==> src/rtl/alu_operand_issue.sv <==
// ID->EX operand issue stage: one registered EX slot, operand select/bypass, MUL multi-cycle hold.
// Optional macro FORWARDING_EN enables EX/WB bypass; otherwise decode stalls on register hazards.
`ifndef ADD
`define ADD 4'd0
`endif
`ifndef SUB
`define SUB 4'd1
`endif
`ifndef MUL
`define MUL 4'd2
`endif

module alu_operand_issue #(
  parameter int unsigned DATA_W  = 32,
  parameter int unsigned REG_AW  = 5,
  parameter int unsigned MUL_LAT = 4
) (
  input  logic              clk,
  input  logic              reset,
  input  logic              id_valid,
  output logic              id_ready,
  input  logic [3:0]        id_op,
  input  logic [REG_AW-1:0] id_rd,
  input  logic [REG_AW-1:0] id_rs1,
  input  logic [REG_AW-1:0] id_rs2,
  input  logic [DATA_W-1:0] id_rs1_val,
  input  logic [DATA_W-1:0] id_rs2_val,
  input  logic [DATA_W-1:0] id_imm,
  input  logic              id_use_imm,
  output logic [3:0]        ex_op,
  output logic [DATA_W-1:0] ex_x,
  output logic [DATA_W-1:0] ex_y,
  output logic [REG_AW-1:0] ex_rd,
  output logic              ex_we,
  output logic              ex_valid,
  output logic              ex_done,
  input  logic [DATA_W-1:0] ex_result,
  input  logic              mem_ready,
  input  logic              wb_valid,
  input  logic [REG_AW-1:0] wb_rd,
  input  logic [DATA_W-1:0] wb_data
);

  localparam int unsigned CNT_W = (MUL_LAT > 1) ? $clog2(MUL_LAT + 1) : 1;

  typedef enum logic [1:0] {EMPTY, EXEC, DONE} state_t;

  state_t            state, state_nxt;
  logic [CNT_W-1:0]  cnt, cnt_nxt;
  logic              retire;
  logic              issue;
  logic              hazard_stall;
  logic              we_sel;
  logic [DATA_W-1:0] x_sel;
  logic [DATA_W-1:0] y_sel;

  assign ex_valid = (state != EMPTY);
  assign ex_done  = (state == DONE);
  assign retire   = (state == DONE) && mem_ready && !reset;
  assign id_ready = !reset && ((state == EMPTY) || retire) && !hazard_stall;
  assign issue    = id_valid && id_ready;
  assign we_sel   = ((id_op == `ADD) || (id_op == `SUB) || (id_op == `MUL)) && (id_rd != '0);

`ifdef FORWARDING_EN
  // EX bypass only applies while the EX instruction is retiring; it outranks WB.
  function automatic logic [DATA_W-1:0] fwd(
    input logic [REG_AW-1:0] rs,
    input logic [DATA_W-1:0] rs_val,
    input logic              ex_hit_en,
    input logic [REG_AW-1:0] ex_dst,
    input logic [DATA_W-1:0] ex_val,
    input logic              wb_en,
    input logic [REG_AW-1:0] wb_dst,
    input logic [DATA_W-1:0] wb_val
  );
    if (rs == '0)                        return '0;
    else if (ex_hit_en && ex_dst == rs)  return ex_val;
    else if (wb_en && wb_dst == rs)      return wb_val;
    else                                 return rs_val;
  endfunction

  assign hazard_stall = 1'b0;

  always_comb begin
    x_sel = fwd(id_rs1, id_rs1_val, retire && ex_we, ex_rd, ex_result, wb_valid, wb_rd, wb_data);
    y_sel = id_use_imm ? id_imm
                       : fwd(id_rs2, id_rs2_val, retire && ex_we, ex_rd, ex_result, wb_valid, wb_rd, wb_data);
  end
`else
  logic unused_bypass;
  assign unused_bypass = ^{ex_result, wb_data};

  function automatic logic src_hit(
    input logic [REG_AW-1:0] rs,
    input logic              ex_live,
    input logic [REG_AW-1:0] ex_dst,
    input logic              wb_en,
    input logic [REG_AW-1:0] wb_dst
  );
    return (rs != '0) && ((ex_live && rs == ex_dst) || (wb_en && rs == wb_dst));
  endfunction

  always_comb begin
    hazard_stall = src_hit(id_rs1, ex_valid && ex_we, ex_rd, wb_valid, wb_rd) ||
                   (!id_use_imm && src_hit(id_rs2, ex_valid && ex_we, ex_rd, wb_valid, wb_rd));
    x_sel = (id_rs1 == '0) ? '0 : id_rs1_val;
    y_sel = id_use_imm ? id_imm : ((id_rs2 == '0) ? '0 : id_rs2_val);
  end
`endif

  always_comb begin
    state_nxt = state;
    cnt_nxt   = cnt;
    unique case (state)
      EXEC: begin
        if (cnt == CNT_W'(1)) state_nxt = DONE;
        else                  cnt_nxt   = cnt - CNT_W'(1);
      end
      default: ;
    endcase
    // Retire frees the slot; a same-cycle issue then refills it without a bubble.
    if (retire) state_nxt = EMPTY;
    if (issue) begin
      if ((id_op == `MUL) && (MUL_LAT != 0)) begin
        state_nxt = EXEC;
        cnt_nxt   = CNT_W'(MUL_LAT);
      end else begin
        state_nxt = DONE;
      end
    end
  end

  always_ff @(posedge clk) begin
    if (reset) begin
      state <= EMPTY;
      cnt   <= '0;
      ex_op <= '0;
      ex_x  <= '0;
      ex_y  <= '0;
      ex_rd <= '0;
      ex_we <= 1'b0;
    end else begin
      state <= state_nxt;
      cnt   <= cnt_nxt;
      if (issue) begin
        ex_op <= id_op;
        ex_x  <= x_sel;
        ex_y  <= y_sel;
        ex_rd <= id_rd;
        ex_we <= we_sel;
      end else if (retire) begin
        ex_we <= 1'b0;
      end
    end
  end

endmodule

==> config.mk <==
export PLATFORM = sky130hd
export DESIGN_NAME = alu_operand_issue
export DESIGN_NICKNAME = d
export VERILOG_FILES = /design/src/rtl/alu_operand_issue.sv
export SDC_FILE = /design/constraint.sdc
export NUM_CORES = 1
export LEC_CHECK = 0
export BUFFER_PORTS_ARGS = -buffer_cell sky130_fd_sc_hd__buf_2
export CORE_MARGIN = 5
export CORE_UTILIZATION = 42
export CTS_BUF_LIST = sky130_fd_sc_hd__clkbuf_2 sky130_fd_sc_hd__clkbuf_4 sky130_fd_sc_hd__clkbuf_8
export DETAILED_ROUTE_END_ITERATION = 12
export MAX_ROUTING_LAYER = met4
export PLACE_DENSITY = 0.92
export SLEW_MARGIN = 10
export SYNTH_ARGS = -nofsm -noshare
export SYNTH_HDL_FRONTEND = slang
export SYNTH_SLANG_ARGS = --single-unit
==> constraint.sdc <==
create_clock -name clk -period 2.5 [get_ports clk]
set_input_delay 0.5 -clock clk [delete_from_list [all_inputs] [get_ports clk]]
set_output_delay 0.5 -clock clk [all_outputs]
set_load 0.02 [all_outputs]
# After elaboration in Yosys (flattened, before gate mapping)
# Index checks and enable logic that the tools add are counted.
[totals] regBits=79 latch_bits=0 ramBits=0 mem_bits_ro=0 in_bits=190 output_inout_bits=77 elab_cells=66 memories=0
[op_classes] n_addsub=1 mul=0 div=0 order_cmp=0 eq_ne=9 shift=0 muxes=14 bitwise_logic=0 n_reduce_logical=35
[op_table] cell="two-way mux 32 bit" count=3
[op_table] cell="== test 5 bit" count=4
[op_table] cell="nonzero test 5 bit" count=3
[op_table] cell="logical AND 1 bit" count=14
[op_table] cell="two-way mux 3 bit" count=4
[op_table] cell="zero test 5 bit" count=2
[op_table] cell="two-way mux 2 bit" count=5
[op_table] cell="logical OR 1 bit" count=6
[op_table] cell="nonzero test 3 bit" count=2
[op_table] cell="== test 4 x 1 -> 1 bit (second input constant)" count=1
[op_table] cell="== test 4 x 2 -> 1 bit (second input constant)" count=1
[op_table] cell="zero test 4 bit" count=1
[op_table] cell="nonzero test 2 bit" count=2
[op_table] cell="== test 3 x 1 -> 1 bit (second input constant)" count=1
[op_table] cell="zero test 1 bit" count=3
[op_table] cell="subtractor 3 x 1 -> 3 bit (second input constant)" count=1
[op_table] cell="== test 2 x 1 -> 1 bit (second input constant)" count=1
[op_table] cell="== test 2 bit (second input constant)" count=1
[op_table] cell="zero test 2 bit" count=1
[op_table] cell="two-way mux 1 bit" count=2
[op_table] cell="AND reduction 2 bit" count=1

# Longest topological paths before layout
[logic_depth] depth_word=12 ltp_mapped=9 depth_no_buf=6

# Worst setup path before layout
# No wires, ideal clock.
[synth_path] kind="input to output" startpoint="input id_rs2[2]" endpoint="output id_ready" arrival_ps=1676 required_ps=2000 setup_slack_ps=324 cell_stages=6 path_buffers=2 path_cell_list="xor2_1 nor4_1 a32o_1 a221oi_2 buf_4 buf_2"
[synth_between] elab_chain_len=8 word_cells_on_any_way=11 classes_between="2 x eq/ne; 9 x reduce/logical"
[synth_lines] item="start, declared" line_no="25" text="input logic [REG_AW-1:0] id_rs2,"
[synth_lines] item="== test 5 bit" line_no="100" text="return (rs != '0) && ((ex_live && rs == ex_dst) || (wb_en && rs == wb_dst));"
[synth_lines] item="logical AND 1 bit" line_no="100"
[synth_lines] item="logical OR 1 bit" line_no="100"
[synth_lines] item="logical AND 1 bit *" line_no="100"
[synth_lines] item="logical AND 1 bit *" line_no="105" text="(!id_use_imm && src_hit(id_rs2, ex_valid && ex_we, ex_rd, wb_valid, wb_rd));"
[synth_lines] item="logical OR 1 bit *" line_no="104" text="hazard_stall = src_hit(id_rs1, ex_valid && ex_we, ex_rd, wb_valid, wb_rd) ||"
[synth_lines] item="zero test 1 bit *" line_no="60" text="assign id_ready = !reset && ((state == EMPTY) || retire) && !hazard_stall;"
[synth_lines] item="logical AND 1 bit *" line_no="60"
[synth_lines] item="end, declared" line_no="21" text="output logic id_ready,"
# Every way passes the cells marked *; elsewhere a longest branch is shown, timed or not.

# Final worst setup path
[layout_path] startpoint="register ex_rd[4]" endpoint="output id_ready"
[layout_between] elab_chain_len=8 word_cells_on_any_way=12 classes_between="2 x eq/ne; 10 x reduce/logical"
[layout_lines] item="start, declared" line_no="33" text="output logic [REG_AW-1:0] ex_rd,"
[layout_lines] item="start signal, assigned" line_no="149" text="ex_rd <= id_rd;"
[layout_lines] item="== test 5 bit" line_no="100"
[layout_lines] item="logical AND 1 bit" line_no="100"
[layout_lines] item="logical OR 1 bit" line_no="100"
[layout_lines] item="logical AND 1 bit" line_no="100"
[layout_lines] item="logical AND 1 bit" line_no="105"
[layout_lines] item="logical OR 1 bit *" line_no="104"
[layout_lines] item="zero test 1 bit *" line_no="60"
[layout_lines] item="logical AND 1 bit *" line_no="60"
# Marks and branches as above.

==> results.json <==
{
  "outcome": "completed",
  "rsz0062_at_grt": "false",
  "drcViolationCount": 0,
  "placementRows": 34,
  "synth.avg_cell_area_sq_um": 8.770,
  "finalHoldViolations": 0,
  "ys.flop_type": "dfxtp_1",
  "dieHeight_microns": 103.0,
  "yosysMostFrequentCell": "dfxtp_1",
  "path_class": "reg -> out",
  "p_leak_uw": 0.002202,
  "ir_drop_mv": 0.3388,
  "yosysSeqAreaShare_pct": 43.56,
  "synthesis.nets": 606,
  "grt_pass1_wl_mm": 17.80,
  "start_util_pct": 42.25,
  "crit_path_max_fanout": 4,
  "core_sq_mm": 0.008593,
  "crit_path_cell_trace": "xnor2_1, nand4_1, o32ai_1, a221oi_4, buf_2",
  "synth-edff-count": 0,
  "worstPathArrival_ps": 1840,
  "clk_pin_slew_worst_paths_ps": 90,
  "max_freq_mhz": 427.2,
  "via_per_inst": 5.558,
  "die_w_microns": 103.0,
  "clockBufferDepth": 2,
  "synth-seq-cells": 79,
  "antenna_found_initial": 0,
  "grtUsageTotal_pct": 21.64,
  "power_density_mw_per_mm2": 643.9,
  "cts_sinks": 79,
  "synth_top_area_cell": "dfxtp_1",
  "post-route-period-util_pct": 93.64,
  "numCtsBuffers": 9,
  "ys_types": 34,
  "worst_pin_slew_ps": 715.1,
  "power_uw": 3180,
  "slew_viol_final": 0,
  "n_antenna_cell": 0,
  "grt_start_max_net_pins": 81,
  "setup_violations": 0,
  "worstPathRequired_ps": 2000,
  "cp_slowest_cell": "o32ai_1",
  "worstHoldPathType": "in -> reg",
  "grt_pass1_vias": 3781,
  "post_drt_wl_per_cell_microns": 16.11,
  "synthArstFlopShare_pct": 0,
  "yosys-top-cells-count": "dfxtp_1, nand2b_1, o21ai_0",
  "final_core_util_pct": 57.47,
  "root_buffer": "clkbuf_8",
  "ctsHoldBuffers": 0,
  "crit_family": "compound AO/OA/AOI/OAI gates",
  "nets": 787,
  "htreeDepth": 3,
  "grt_overflow": 0,
  "tns_ps": 0,
  "slowest_delay_ps": 490,
  "layout-drive-gt1-share_pct": 39.50,
  "synth_warnings": 0,
  "pin_count": 267,
  "drt_wl_total_mm": 11.41,
  "fillers": 759,
  "hpwl_mm": 8.425,
  "synth_top_area_share_pct": 43.56,
  "max-cap-violations": 0,
  "clk-insertion-delay-late_ps": 340,
  "dr.pass1.iters": 5,
  "critPathCaptureType": "primary output",
  "crit_buf_inv": 1,
  "syn_to_final_growth_pct": 36.01,
  "port_buffers": 202,
  "ant_nets": 0,
  "vias": 3935,
  "cts_tree": "built",
  "gp_congestion": 0.9213,
  "fin_skew_ps": 12.33,
  "dr.first_iter.drc_count": 259,
  "finalCriticalPeriod_ps": 2341,
  "maxSlewHeadroom_pct": 52.32,
  "die-area_sq_mm": 0.01060,
  "netlist_area_sq_mm": 0.003631,
  "r2r_slack_ps": 230,
  "crit_path_start_kind": "register",
  "post_synth_inst_count": 414,
  "netlist_top_cells_area": "dfxtp_1, nand2b_1, a211oi_1"
}
[timing repair]
| action | in CTS | in global routing |
|---|---|---|
| gates resized for setup | 0 | 1 |
| setup buffers | 0 | 1 |
| setup endpoints to repair | 0 | 1 |
[final timing paths]
kind                 startpoint  endpoint  depth (start not counted)
setup / recovery       ex_rd[4]  id_ready                          5
hold / removal    id_rs1_val[1]   ex_x[1]                          3
setup reg to reg       ex_rd[4]  ex_y[20]                          8
hold reg to reg        ex_op[0]  ex_op[0]                          2
[worst reg2reg max path, cell delays in order, from the launching register on]
cell,delay (ps)
dfxtp_1,450
xnor2_1,150
nand4_1,100
o32ai_1,490
a221oi_4,120
buf_4,170
and2_2,230
buf_12,180
a211oi_1,270
[power by group]
part           total (uW)  internal (uW)  switching (uW)
sequential           1420           1360            60.0
clock                1060            588             469
combinational         703            283             420
total                3180           2230             949
[cells by family after synthesis]
group / count (synthesis) / share of synthesized area (%)
flops: 79 / 43.56
buf+inv: 47 / 5.686
xor+xnor: 21 / 5.065
fa+ha+maj: 2 / 0.6891
compound gates: 154 / 26.71
simple gates: 109 / 17.75
mux: 2 / 0.5514
[cell type report]
class                           instances  area, sq um  area share [%]
Inverter                                3        11.26          0.2280
Multi-Input combinational cell        288         1863           37.72
Clock inverter                          5        82.58           1.672
Clock buffer                           11        138.9           2.812
Sequential cell                        79         1582           32.02
Timing Repair Buffer                  214         1126           22.80
Tap cell                              108        135.1           2.736
[per-stage QoR]
stage	cells	hold slack, ps	cell area (sq um)	setup slack (ps)
2_1_floorplan	414	501.8	3631	324.1
6_report	708	385.8	4938	159.0
3_5_place_dp	691	460.5	4706	67.41
4_1_cts	707	367.3	4927	56.13
3_3_place_gp	691	451.0	4706	141.6
5_1_grt	708	377.3	4938	87.23
[layer usage]
layer | wire, microns | global-route usage [%] | vias up
met5 | 0 | - | -
met4 | 233 | 8.665 | 0
met3 | 981 | 4.533 | 23
met2 | 5642 | 35.37 | 189
met1 | 4550 | 26.00 | 1825
li1 | - | - | 1898
[layout by cell type, fill, tap and decap left out, types with 2 or more instances in the layout]
cell       netlist  final
a211oi_1        34     34
xor2_1          10     10
nor2_1           8      8
a22oi_1         33     33
bufinv_16        0      2
nor2b_1          2      2
o21ai_0         41     41
o22ai_1          3      3
nand4_1         34     34
inv_1            3      3
nor3_1           2      2
xnor2_1         11     11
clkbuf_8         0      9
dfxtp_1         79     79
clkbuf_4         0      2
ha_1             2      2
clkinv_4         0      2
buf_12           0      2
buf_4            2     10
buf_2           12    202
nand2_1          4      4
nor4_1           2      2
o21ai_1          4      3
nand3_1         10     10
a21oi_1         34     33
mux2i_1          2      2
nand2b_1        42     42
[sequential cells by signal, summed over array words and instances (netlist names)]
signal	cells
ex_x	32
ex_y	32
ex_rd	5
ex_op	4
cnt	3
state	2
ex_we	1
(Power assumes the default switching activity.)
